File: config.mk
export PLATFORM = sky130hd
export DESIGN_NAME = v_upd_ingress
export DESIGN_NICKNAME = d
export VERILOG_FILES = /design/src/rtl/v_pkg.sv /design/src/rtl/v_upd_fifo.sv /design/src/rtl/v_upd_ingress.sv
export SDC_FILE = /design/constraint.sdc
export NUM_CORES = 1
export LEC_CHECK = 0
export ABC_AREA = 1
export CORE_UTILIZATION = 49
export DETAILED_ROUTE_END_ITERATION = 10
export PLACE_DENSITY = 0.69
export SLEW_MARGIN = 20
export SYNTH_ARGS = -nofsm -noshare
export SYNTH_HDL_FRONTEND = slang
export SYNTH_SLANG_ARGS = --single-unit
File: constraint.sdc
create_clock -name clk -period 5.8 [get_ports clk]
set_input_delay 1.16 -clock clk [delete_from_list [all_inputs] [get_ports clk]]
set_output_delay 1.16 -clock clk [all_outputs]
set_load 0.005 [all_outputs]
File: src/rtl/v_pkg.sv
// Shared types for the list-engine update path: command payload fields,
// the bundled update record and the ingress sequencer states.
package v_pkg;

   localparam int ID_W   = 8;
   localparam int KEY_W  = 16;
   localparam int SIZE_W = 16;

   typedef logic [ID_W-1:0]   id_t;
   typedef logic [KEY_W-1:0]  key_t;
   typedef logic [SIZE_W-1:0] size_t;

   typedef enum logic [1:0] {
      CMD_ADD = 2'd0,
      CMD_MOD = 2'd1,
      CMD_DEL = 2'd2,
      CMD_CLR = 2'd3
   } cmd_t;

   typedef struct packed {
      id_t   prod_id;
      cmd_t  cmd;
      key_t  key;
      size_t size;
   } upd_t;

   typedef enum logic [1:0] {
      IDLE  = 2'd0,
      ISSUE = 2'd1,
      HOLD  = 2'd2
   } ingress_state_t;

endpackage

File: src/rtl/v_upd_fifo.sv
// Register FIFO of update records with push/pop/flush; occupancy is kept as a
// separate counter one bit wider than the pointers so full and empty are exact.
module v_upd_fifo
   import v_pkg::*;
#(
   parameter int DEPTH = 8
) (
   input  logic                     clk,
   input  logic                     rst,
   input  logic                     push,
   input  logic                     pop,
   input  logic                     flush,
   input  upd_t                     din,
   output upd_t                     dout,
   output logic                     full,
   output logic                     empty,
   output logic [$clog2(DEPTH):0]   level
);

   localparam int PTR_W = $clog2(DEPTH);
   localparam int LVL_W = PTR_W + 1;

   upd_t             mem [DEPTH];
   logic [PTR_W-1:0] wr_ptr;
   logic [PTR_W-1:0] rd_ptr;
   logic             do_push;
   logic             do_pop;

   // Flush dominates both operations so a cleared FIFO never sees a stray entry.
   assign do_push = push & ~full & ~flush;
   assign do_pop  = pop & ~empty & ~flush;

   always_ff @(posedge clk or negedge rst) begin
      if (!rst) begin
         wr_ptr <= '0;
         rd_ptr <= '0;
         level  <= '0;
      end else if (flush) begin
         wr_ptr <= '0;
         rd_ptr <= '0;
         level  <= '0;
      end else begin
         if (do_push) wr_ptr <= wr_ptr + PTR_W'(1);
         if (do_pop)  rd_ptr <= rd_ptr + PTR_W'(1);
         case ({do_push, do_pop})
            2'b10:   level <= level + LVL_W'(1);
            2'b01:   level <= level - LVL_W'(1);
            default: level <= level;
         endcase
      end
   end

   always_ff @(posedge clk) begin
      if (do_push) mem[wr_ptr] <= din;
   end

   assign dout  = mem[rd_ptr];
   assign full  = (level == LVL_W'(DEPTH));
   assign empty = (level == '0);

endmodule

File: src/rtl/v_upd_ingress.sv
// Ingress buffer in front of the list engine update bus: queues producer
// commands and issues them as single-cycle registered pulses, throttled by busy.
module v_upd_ingress
   import v_pkg::*;
#(
   parameter int DEPTH   = 8,
   parameter int HOLDOFF = 2
) (
   input  logic                    clk,
   input  logic                    rst,
   input  logic                    i_in_vld,
   input  id_t                     i_in_prod_id,
   input  cmd_t                    i_in_cmd,
   input  key_t                    i_in_key,
   input  size_t                   i_in_size,
   output logic                    o_in_rdy,
   input  logic                    i_flush,
   input  logic                    i_busy_r,
   output logic                    o_upd_vld_r,
   output id_t                     o_upd_prod_id_r,
   output cmd_t                    o_upd_cmd_r,
   output key_t                    o_upd_key_r,
   output size_t                   o_upd_size_r,
   output logic [$clog2(DEPTH):0]  o_level_r,
   output logic [31:0]             o_issued_r,
   output ingress_state_t          o_state_r
);

   // Handshake: a command transfers on a rising clk edge where i_in_vld and
   // o_in_rdy are both high; o_in_rdy never looks at a same-cycle pop.
   localparam int HOLD_EFF = (HOLDOFF < 1) ? 1 : HOLDOFF;
   localparam int CNT_W    = $clog2(HOLD_EFF + 1);
   localparam logic [CNT_W-1:0] HOLD_LOAD = CNT_W'(HOLD_EFF);
   localparam logic [CNT_W-1:0] CNT_ONE   = CNT_W'(1);

   ingress_state_t   state_r, state_nxt;
   logic [CNT_W-1:0] cnt_r, cnt_nxt;
   logic             vld_nxt;
   upd_t             upd_r, upd_nxt;
   logic [31:0]      issued_nxt;
   upd_t             in_upd;
   upd_t             head;
   logic             fifo_full;
   logic             fifo_empty;
   logic             push;
   logic             pop;

   assign in_upd   = '{prod_id: i_in_prod_id, cmd: i_in_cmd, key: i_in_key, size: i_in_size};
   assign o_in_rdy = rst & ~fifo_full & ~i_flush;
   assign push     = i_in_vld & o_in_rdy;

   v_upd_fifo #(
      .DEPTH (DEPTH)
   ) u_fifo (
      .clk   (clk),
      .rst   (rst),
      .push  (push),
      .pop   (pop),
      .flush (i_flush),
      .din   (in_upd),
      .dout  (head),
      .full  (fifo_full),
      .empty (fifo_empty),
      .level (o_level_r)
   );

   always_ff @(posedge clk or negedge rst) begin
      if (!rst) begin
         state_r     <= IDLE;
         cnt_r       <= '0;
         o_upd_vld_r <= 1'b0;
         upd_r       <= '0;
         o_issued_r  <= '0;
      end else begin
         state_r     <= state_nxt;
         cnt_r       <= cnt_nxt;
         o_upd_vld_r <= vld_nxt;
         upd_r       <= upd_nxt;
         o_issued_r  <= issued_nxt;
      end
   end

   // The head is popped on the edge that enters ISSUE, so the ISSUE cycle is
   // exactly the cycle o_upd_vld_r is high; cnt then counts the holdoff window.
   always_comb begin
      state_nxt  = state_r;
      cnt_nxt    = cnt_r;
      vld_nxt    = 1'b0;
      upd_nxt    = upd_r;
      issued_nxt = o_issued_r;
      pop        = 1'b0;
      case (state_r)
         IDLE: begin
            if (!fifo_empty && !i_busy_r && !i_flush) begin
               pop        = 1'b1;
               state_nxt  = ISSUE;
               vld_nxt    = 1'b1;
               upd_nxt    = head;
               cnt_nxt    = HOLD_LOAD;
               issued_nxt = o_issued_r + 32'd1;
            end
         end
         ISSUE, HOLD: begin
            if (cnt_r <= CNT_ONE) begin
               state_nxt = IDLE;
               cnt_nxt   = '0;
            end else begin
               state_nxt = HOLD;
               cnt_nxt   = cnt_r - CNT_ONE;
            end
         end
         default: begin
            state_nxt = IDLE;
            cnt_nxt   = '0;
         end
      endcase
   end

   assign o_upd_prod_id_r = upd_r.prod_id;
   assign o_upd_cmd_r     = upd_r.cmd;
   assign o_upd_key_r     = upd_r.key;
   assign o_upd_size_r    = upd_r.size;
   assign o_state_r       = state_r;

endmodule

==> results.cfg, run 1 <==
[outcome]
status = finished clean

[yosys]
synth_area_leaders = edfxtp_1, dfrtp_1, nor2_1
syn_nets = 1511
ys_seq_area_share_pct = 71.61
ys_async_sr_fraction_pct = 20.94
synth_top_area_cell = edfxtp_1
yosys_warnings = 0
postSynthCellCount = 1455
synth_area_sq_um = 17200
synth_cell_type_count = 33
ys.flop_type = edfxtp_1
yosys_register_bits = 425
synth_edf_count = 336
synth.top_cell.area_share_pct = 58.66
syn_avg_cell_area_sq_um = 11.82

[timing]
fmax_mhz = 282.7
rsz0062_at_grt = no
hold_viol_final = 0
period_needed_ns = 3.538
hold-worst-slack_ns = 0.4814
setup_tns_ns = 0
maxSlewViolCount = 0
worstMarginPinSlew_ns = 1.044
slew_headroom_pct = 30.29
setup_viol = 0
clock_skew_ns = 0.02161
period_share_pct = 60.99

[power_and_ir_drop]
internal_power_mw = 5.551
peakVddDrop_mv = 0.2888
powerDensity_nw_per_um2 = 365.9
p_leak_nw = 7.214
p_comb_share_pct = 14.3
swShare_pct = 25.13
p_clk_share_pct = 36.4
p_switching_mw = 1.863
p_total_mw = 7.413
seqPwrFrac_pct = 49.2

[drt]
first_pass_iters = 5
drtAntennaViolNets = 0
drc = 0
dr_total_vias = 11270
drtIter0Drc = 987
totalWireLength_microns = 37580
wl_per_cell_microns = 18.26
vias_per_cell = 5.478

[setup_path]
cp_slowest_cell = clkdlybuf4s50_1
start_kind = input pin
crit_chain = clkdlybuf4s50_1 > nor2_1 > nand2_1 > inv_1 > clkdlybuf4s50_1
r2r-end = o_upd_key_r[9]$_DFFE_PN0N_
rrSetupSlack_ns = 2.91
crit_buf_inv = 3
worstPathArrival_ns = 2.38
cp_max_fo = 4
cp.required_ns = 4.64
crit_path_end_kind = output port
worst-r2r-cell-count = 8
worst_path_largest_cell_delay_ns = 0.48
worst-setup-path-type = in -> out
critical-path-top-delay-family = buffers and inverters
critical_path.most_common_cell = clkdlybuf4s50_1
r2r_start = u_fifo.rd_ptr[0]$_DFFE_PN0P_

[clock_network]
postCtsSetupBuffers = 0
htreeDepth = 2
cts.sinks = 425
cts.clk_slew.worst_paths_ns = 0.06
clock_latency_ns = 0.55
clockRootBuffer = clkbuf_16
cts_buffers = 43
holdBufCountCts = 0
cts_buffer_depth = 3
cts.repair.resized = 0
cts_tree = done

[hold_path]
hold_depth = 2
min_from = o_upd_key_r[8]$_DFFE_PN0N_
min_to = o_upd_key_r[8]$_DFFE_PN0N_
hold_path_class = reg -> reg

[floorplan]
initial_core_util_pct = 49.79
pin_count = 129
core_area_sq_um = 34540
die_height_microns = 189.4
die_w_microns = 189.4
dieArea_sq_um = 35860
rows = 68

[placed_design]
gp_congestion = 0.8820
place_inst = 1977
place_area_sq_um = 18840
io_buffers = 128
hpwl_microns = 20970

[finish]
syn_to_final_growth_pct = 17.78
antenna_cells = 0
fin_nets = 1624
stdcell_count = 2058
final_area_sq_um = 20260
drive_gt1_share_pct = 6.363

[job]
maxCapViolations = 0

[global_routing]
grt_pass1_vias = 10920
gr-total-overflow = 0
grt_pass1_wl_microns = 59420
antenna_found_initial = 0
grt_max_degree = 134
grtUsageTotal_pct = 21.33
## power groups by stage
stage          registers, mW  clock network (mW)  logic [mW]
6_report                3.65                2.70        1.06
5_1_grt                 3.67                2.86        1.19
4_1_cts                 3.65                2.74        1.07
3_5_place_dp            3.71                   0        1.07
3_3_place_gp            3.72                   0        1.04
2_1_floorplan           3.65                   0       0.574
## worst max-delay path by stage
stage | start | endpoint | slack [ns] | cells after the start
5_1_grt | i_flush | o_in_rdy | 2.17 | 5
4_1_cts | i_flush | o_in_rdy | 2.26 | 5
3_5_place_dp | i_flush | u_fifo.mem[4][16]$_DFFE_PP_ | 1.83 | 7
2_1_floorplan | rst | u_fifo.mem[0][0]$_DFFE_PP_ | 1.90 | 6
6_report | i_flush | o_in_rdy | 2.26 | 5
3_3_place_gp | i_flush | u_fifo.mem[6][33]$_DFFE_PP_ | 1.87 | 7
## worst register-to-register path, delay by kind of cell (launching register included)
kind | cells | cell delay [ns]
compound gates | 2 | 0.24
simple gates | 4 | 0.42
flops | 1 | 0.71
buf+inv | 2 | 1.47
## metrics by stage
stage          setup slack (ns)  utilization, %
5_1_grt                   2.172           58.65
2_1_floorplan             1.896               -
6_report                  2.262           58.65
3_5_place_dp              1.826           54.54
3_3_place_gp              1.865           54.54
4_1_cts                   2.260           58.57
## logic make-up after synthesis
group	after synthesis	share of synthesized area [%]
AND/OR/NAND/NOR	620	14.65
flip-flops	425	71.61
AO/OA/AOI/OAI	269	9.093
buffers and inverters	117	3.186
XOR/XNOR	15	0.7638
adder cells (fa/ha/maj)	9	0.6984
## sequential cells by signal, summed over array words and instances, names as in the netlist
signal and count:
o_upd_key_r 16, o_upd_cmd_r 2, o_upd_size_r 16, o_state_r 2
u_fifo.wr_ptr 3, o_upd_vld_r 1, u_fifo.mem 336, o_upd_prod_id_r 8
cnt_r 2, u_fifo.rd_ptr 3, o_issued_r 32, u_fifo.level 4
## final cells by class
type / count / area, sq um
clock buffers: 55 / 1182
clock inverters: 25 / 207.7
fillers: 2783 / 14290
inverters: 41 / 158.9
multi-input cells: 913 / 4395
flip-flops and latches: 425 / 12330
well taps: 455 / 569.3
repair buffers: 144 / 1419
## Yosys cell counts (all sizes together), types with 7 or more instances
master  instances
buf            45
nand3b         11
o211ai         84
xnor2           7
inv            40
nand2         226
nand3          59
nor2          306
o21ai         180
edfxtp        336
dfrtp          89
xor2            8
nand4          13
ha              8
clkbuf         31
## per-layer routing
layer	GRT usage (%)	up-vias	part of all wire, %	wire (microns)
li1	-	5350	-	-
met1	30.36	5512	45	16950
met2	34.79	364	47	17750
met3	2.873	48	5.9	2229
met4	5.428	0	1.7	657
met5	0	-	0	0
## cell usage in the layout, fill, tap and decap left out, drive strengths merged, types with 3 or more instances in the layout
| cell type | netlist | layout |
|---|---|---|
| clkinv | 1 | 20 |
| nand3 | 59 | 59 |
| edfxtp | 336 | 336 |
| buf | 45 | 17 |
| o21ai | 180 | 180 |
| xnor2 | 7 | 7 |
| clkdlybuf4s50 | 0 | 127 |
| inv | 40 | 42 |
| nand4 | 13 | 13 |
| dfrtp | 89 | 89 |
| nor3 | 3 | 3 |
| nor2 | 306 | 306 |
| nand3b | 11 | 11 |
| clkbuf | 31 | 55 |
| bufinv | 0 | 3 |
| xor2 | 8 | 8 |
| ha | 8 | 8 |
| nand2 | 226 | 226 |
| o211ai | 84 | 84 |
Power figures use the tool's default switching activity.
==> run 2: changes to the inputs <==
PLACE_DENSITY = 0.71   (was 0.69)
clock period = 3.1 ns   (was 5.8 ns; I/O delays follow)
==> run 2 against run 1 <==
- clock power rose by 82%
- routed wire length is 1.7% higher
- die area stayed put
- non-clock buffer count is 16 higher
- register-to-register slack got worse by 1.9 ns
- sequential power rose by 85%
- first-iteration DRC count up 5.2%
- final area up 1.1%
==> results.cfg, run 2 (synthesis results as in run 1) <==
[global_routing]
grt_pass1_vias = 11240
gr-total-overflow = 0
grtUsageTotal_pct = 21.67
grt_max_degree = 170
antenna_found_initial = 0
grt_pass1_wl_microns = 60900

[clock_network]
clock_latency_ns = 0.55
cts.clk_slew.worst_paths_ns = 0.06
cts.sinks = 425
htreeDepth = 2
holdBufCountCts = 0
cts.repair.resized = 0
cts_buffers = 43
cts_tree = done
postCtsSetupBuffers = 0
cts_buffer_depth = 3
clockRootBuffer = clkbuf_16

[timing]
worstMarginPinSlew_ns = 0.9672
setup_viol = 0
maxSlewViolCount = 0
hold_viol_final = 0
clock_skew_ns = 0.01795
fmax_mhz = 405.1
setup_tns_ns = 0
period_needed_ns = 2.469
rsz0062_at_grt = no
slew_headroom_pct = 35.42
period_share_pct = 79.63
worst_slack_ns = 0.6315
hold-worst-slack_ns = 0.1659

[floorplan]
pin_count = 129
core_area_sq_um = 34540
initial_core_util_pct = 49.79
die_height_microns = 189.4
rows = 68
dieArea_sq_um = 35860
die_w_microns = 189.4

[job]
maxCapViolations = 0

[drt]
totalWireLength_microns = 38210
vias_per_cell = 5.483
wl_per_cell_microns = 18.44
drtAntennaViolNets = 0
drc = 0
dr_total_vias = 11360
drtIter0Drc = 1038
first_pass_iters = 5

[finish]
largest_register_ffs = 336
nFillCells = 2697
layout_common_cells = edfxtp_1, nor2_1, nand2_1, o21ai_0, clkdlybuf4s50_1
antenna_cells = 0
fin_nets = 1640
layout_commonest_cell = edfxtp_1
reg.largest.list = u_fifo.mem (336), o_issued_r (32)
syn_to_final_growth_pct = 19.04
largest-register = u_fifo.mem
drive_gt1_share_pct = 7.297

[setup_path]
crit_path_end_kind = output port
start_kind = input pin
r2r_start = o_state_r[0]$_DFFE_PN0P_
cp_max_fo = 4
rrSetupSlack_ns = 1.00
worst-setup-path-type = in -> out
critPathLaunch = i_flush
cp.required_ns = 2.48
worstPathArrival_ns = 1.85

[placed_design]
post-place-ws_ns = 0.4052
hpwl_microns = 22480
gp_congestion = 0.8271
io_buffers = 128

[outcome]
status = finished clean

[power_and_ir_drop]
powerDensity_nw_per_um2 = 673.3
peakVddDrop_mv = 0.4264
p_leak_nw = 7.307
p_total_mw = 13.79

[hold_path]
hold_path_class = in -> async
[run 2: cell count changes in the layout (fill, tap and decap cells not counted), sizes merged]
cell / previous run / this run
buf: 17 / 33
clkinv: 20 / 18
clkinvlp: 1 / 2
bufinv: 3 / 1
inv: 42 / 43
[run 2: layout make-up]
type	instances	area (sq um)	area share [%]
Multi-Input combinational cell	913	4395	21.47
Sequential cell	425	12330	60.20
Clock inverter	23	153.9	0.7517
Tap cell	455	569.3	2.780
Inverter	41	158.9	0.7761
Timing Repair Buffer	160	1669	8.152
Clock buffer	55	1202	5.873
[run 2: worst max-delay path: stages]
cell	delay, ns
clkdlybuf4s50_1	0.47
nor2_1	0.17
nand2_1	0.07
inv_1	0.05
clkdlybuf4s50_1	0.48
[run 2: path summary, 6_finish.rpt]
path,endpoint,depth (start not counted)
min reg2reg,o_upd_key_r[9]$_DFFE_PN0N_,2
min in group clk,o_upd_key_r[9]$_DFFE_PN0N_,2
max,o_in_rdy,5
max reg2reg,u_fifo.level[3]$_DFFE_PN0P_,16
max in group asynchronous,o_upd_key_r[6]$_DFFE_PN0N_,3
min,o_upd_size_r[1]$_DFFE_PN0N_,2
[run 2: per-stage QoR]
stage / cell area [sq um] / std cells / utilization (%)
6_report: 20470 / 2072 / 59.27
5_1_grt: 20470 / 2072 / 59.27
4_1_cts: 20470 / 2072 / 59.27
3_5_place_dp: 19120 / 1994 / 55.35
3_3_place_gp: 19120 / 1994 / 55.35
2_1_floorplan: 17200 / 1455 / -
[run 2: power breakdown]
part,switching [mW],internal [mW]
clock,2.09,2.83
combinational,1.15,0.968
sequential,0.240,6.51
total,3.48,10.3
[run 2: metal layers]
layer  GRT usage (%)  share of wire (%)
met5               0                  0
met3           4.133                7.3
met2           34.79                 47
met4           5.552                1.6
met1           30.48                 44
==> run 3: changes to the inputs <==
clock period = 2.1 ns   (was 3.1 ns; I/O delays follow)
==> run 3 against run 2 <==
- utilization rose by 1.4 points
- count of clock-buffer cells in the layout rose by 2
- combinational power rose by 54%
- global-route usage rose by 0.35 points
- total power rose by 52%
- final area rose by 2.4%
- worst hold slack improved by 0.29 ns
- die area did not move
- clock skew fell by 0.0020 ns
==> results.cfg, run 3 (synthesis results as in run 1) <==
[clock_network]
cts.clk_slew.worst_paths_ns = 0.06
cts_buffer_depth = 3
cts_buffers = 42
htreeDepth = 2
clock_latency_ns = 0.54
clockRootBuffer = clkbuf_16
cts.sinks = 425
cts_tree = done

[floorplan]
pin_count = 129
core_area_sq_um = 34540
die_height_microns = 189.4
die_w_microns = 189.4
rows = 68
initial_core_util_pct = 49.79
dieArea_sq_um = 35860

[drt]
drtIter0Drc = 1006
vias_per_cell = 5.551
dr_total_vias = 11660
wl_per_cell_microns = 18.65
totalWireLength_microns = 39180
drc = 0
drtAntennaViolNets = 0
first_pass_iters = 7

[timing]
period_needed_ns = 1.953
worst_slack_ns = 0.1474
slew_headroom_pct = 51.54
setup_tns_ns = 0
clock_skew_ns = 0.01596
fmax_mhz = 512.1
hold_viol_final = 0
worstMarginPinSlew_ns = 0.7269
maxSlewViolCount = 0
period_share_pct = 92.98
setup_viol = 0
hold-worst-slack_ns = 0.4601

[global_routing]
grt_pass1_vias = 11430
grt_max_degree = 100
grtUsageTotal_pct = 22.01
gr-total-overflow = 0
grt_pass1_wl_microns = 62240
antenna_found_initial = 0

[finish]
layout_common_cells = edfxtp_1, nor2_1, nand2_1, o21ai_0, clkdlybuf4s50_1
layout_commonest_cell = edfxtp_1
drive_gt1_share_pct = 9.295
stdcell_count = 2101
antenna_cells = 0
reg.largest.list = u_fifo.mem (336), o_issued_r (32)
fin_nets = 1669
syn_to_final_growth_pct = 21.93
largest_register_ffs = 336
largest-register = u_fifo.mem

[power_and_ir_drop]
p_leak_nw = 7.529
p_clk_share_pct = 36.9
swShare_pct = 24.66
seqPwrFrac_pct = 47.5
peakVddDrop_mv = 0.7601
internal_power_mw = 15.75
p_comb_share_pct = 15.6
powerDensity_nw_per_um2 = 996.9
p_total_mw = 20.91
p_switching_mw = 5.156

[setup_path]
crit_path_end_kind = flip-flop
worstPathArrival_ns = 2.18
worst-setup-path-type = reg -> reg
cp.required_ns = 2.33
cp_max_fo = 17
start_kind = flip-flop

[placed_design]
place_inst = 2018
gp_congestion = 0.8833
io_buffers = 128
hpwl_microns = 24020
post-place-ws_ns = -0.3124

[job]
maxCapViolations = 0

[outcome]
status = finished clean

[hold_path]
hold_path_class = in -> reg
[run 3: cell count changes in the layout (fill, tap and decap cells not counted), moves of 3 or more]
cell,previous run,this run
buf_4,21,36
buf_12,12,23
clkbuf_1,5,11
bufinv_16,1,6
clkinv_1,8,3
buf_6,0,3
clkbuf_8,6,3
clkinv_2,9,6
ha_1,8,5
[run 3: stage by stage]
stage                     util, %  area [sq um]
after floorplan                 -         17220
after global placement      56.27         19440
after detailed placement    56.27         19440
after CTS                   60.56         20920
after global routing        60.71         20970
final                       60.71         20970
[run 3: what timing repair did]
action	CTS	global route
hold buffers	1	0
pin swaps	1	1
gates resized for setup	3	11
buffers inserted	5	0
setup endpoints to repair	1	2
endpoints found under the hold margin	2	0
[run 3: power groups by stage]
| stage | combinational [mW] | clock (mW) | sequential, mW |
|---|---|---|---|
| finish | 3.27 | 7.71 | 9.93 |
| global route | 3.63 | 8.14 | 9.98 |
| CTS | 3.28 | 7.85 | 9.93 |
| detailed placement | 3.23 | 0 | 10.1 |
| global placement | 3.15 | 0 | 10.1 |
| floorplan | 1.59 | 0 | 10.1 |
[run 3: cell type report]
cell class              count  area (sq um)
clock buffers              57          1159
clock inverters            20         277.8
fillers                  2693         13570
inverters                  41         161.4
multi-input cells         913          4436
flip-flops and latches    425         12330
well taps                 455         569.3
repair buffers            190          2043
[run 3: final timing paths]
check                                            start                           end  slack (ns)  depth (start not counted)
min                                            i_flush  u_fifo.rd_ptr[0]$_DFFE_PN0P_        0.46                          4
max in group asynchronous                          rst    o_upd_key_r[5]$_DFFE_PN0N_        0.45                          4
max reg2reg                u_fifo.level[3]$_DFFE_PN0P_   u_fifo.mem[1][25]$_DFFE_PP_        0.15                         10
min in group asynchronous                          rst   u_fifo.level[0]$_DFFE_PN0P_        0.53                          3
max                        u_fifo.level[3]$_DFFE_PN0P_   u_fifo.mem[1][25]$_DFFE_PP_        0.15                         10
min reg2reg                o_upd_key_r[10]$_DFFE_PN0N_   o_upd_key_r[10]$_DFFE_PN0N_        0.47                          2
[run 3: metal layers]
layer  global-route usage (%)  share of wire [%]  wire length, microns  vias to the layer above
met5                        0                  0                     0                        -
met4                    6.110                2.3                   901                        0
met3                    3.058                5.9                  2317                       71
met2                    36.57                 48                 18940                      432
met1                    30.44                 43                 17020                     5727
li1                         -                  -                     -                     5433
[run 3: critical path: stages (launching register included)]
cell and delay [ns]:
dfrtp_1 0.39, inv_1 0.07, nor2_1 0.04, nand2_1 0.07
nand3_1 0.16, buf_4 0.20, inv_1 0.09, nand2_1 0.06
buf_4 0.17, nor2_4 0.19, buf_12 0.20
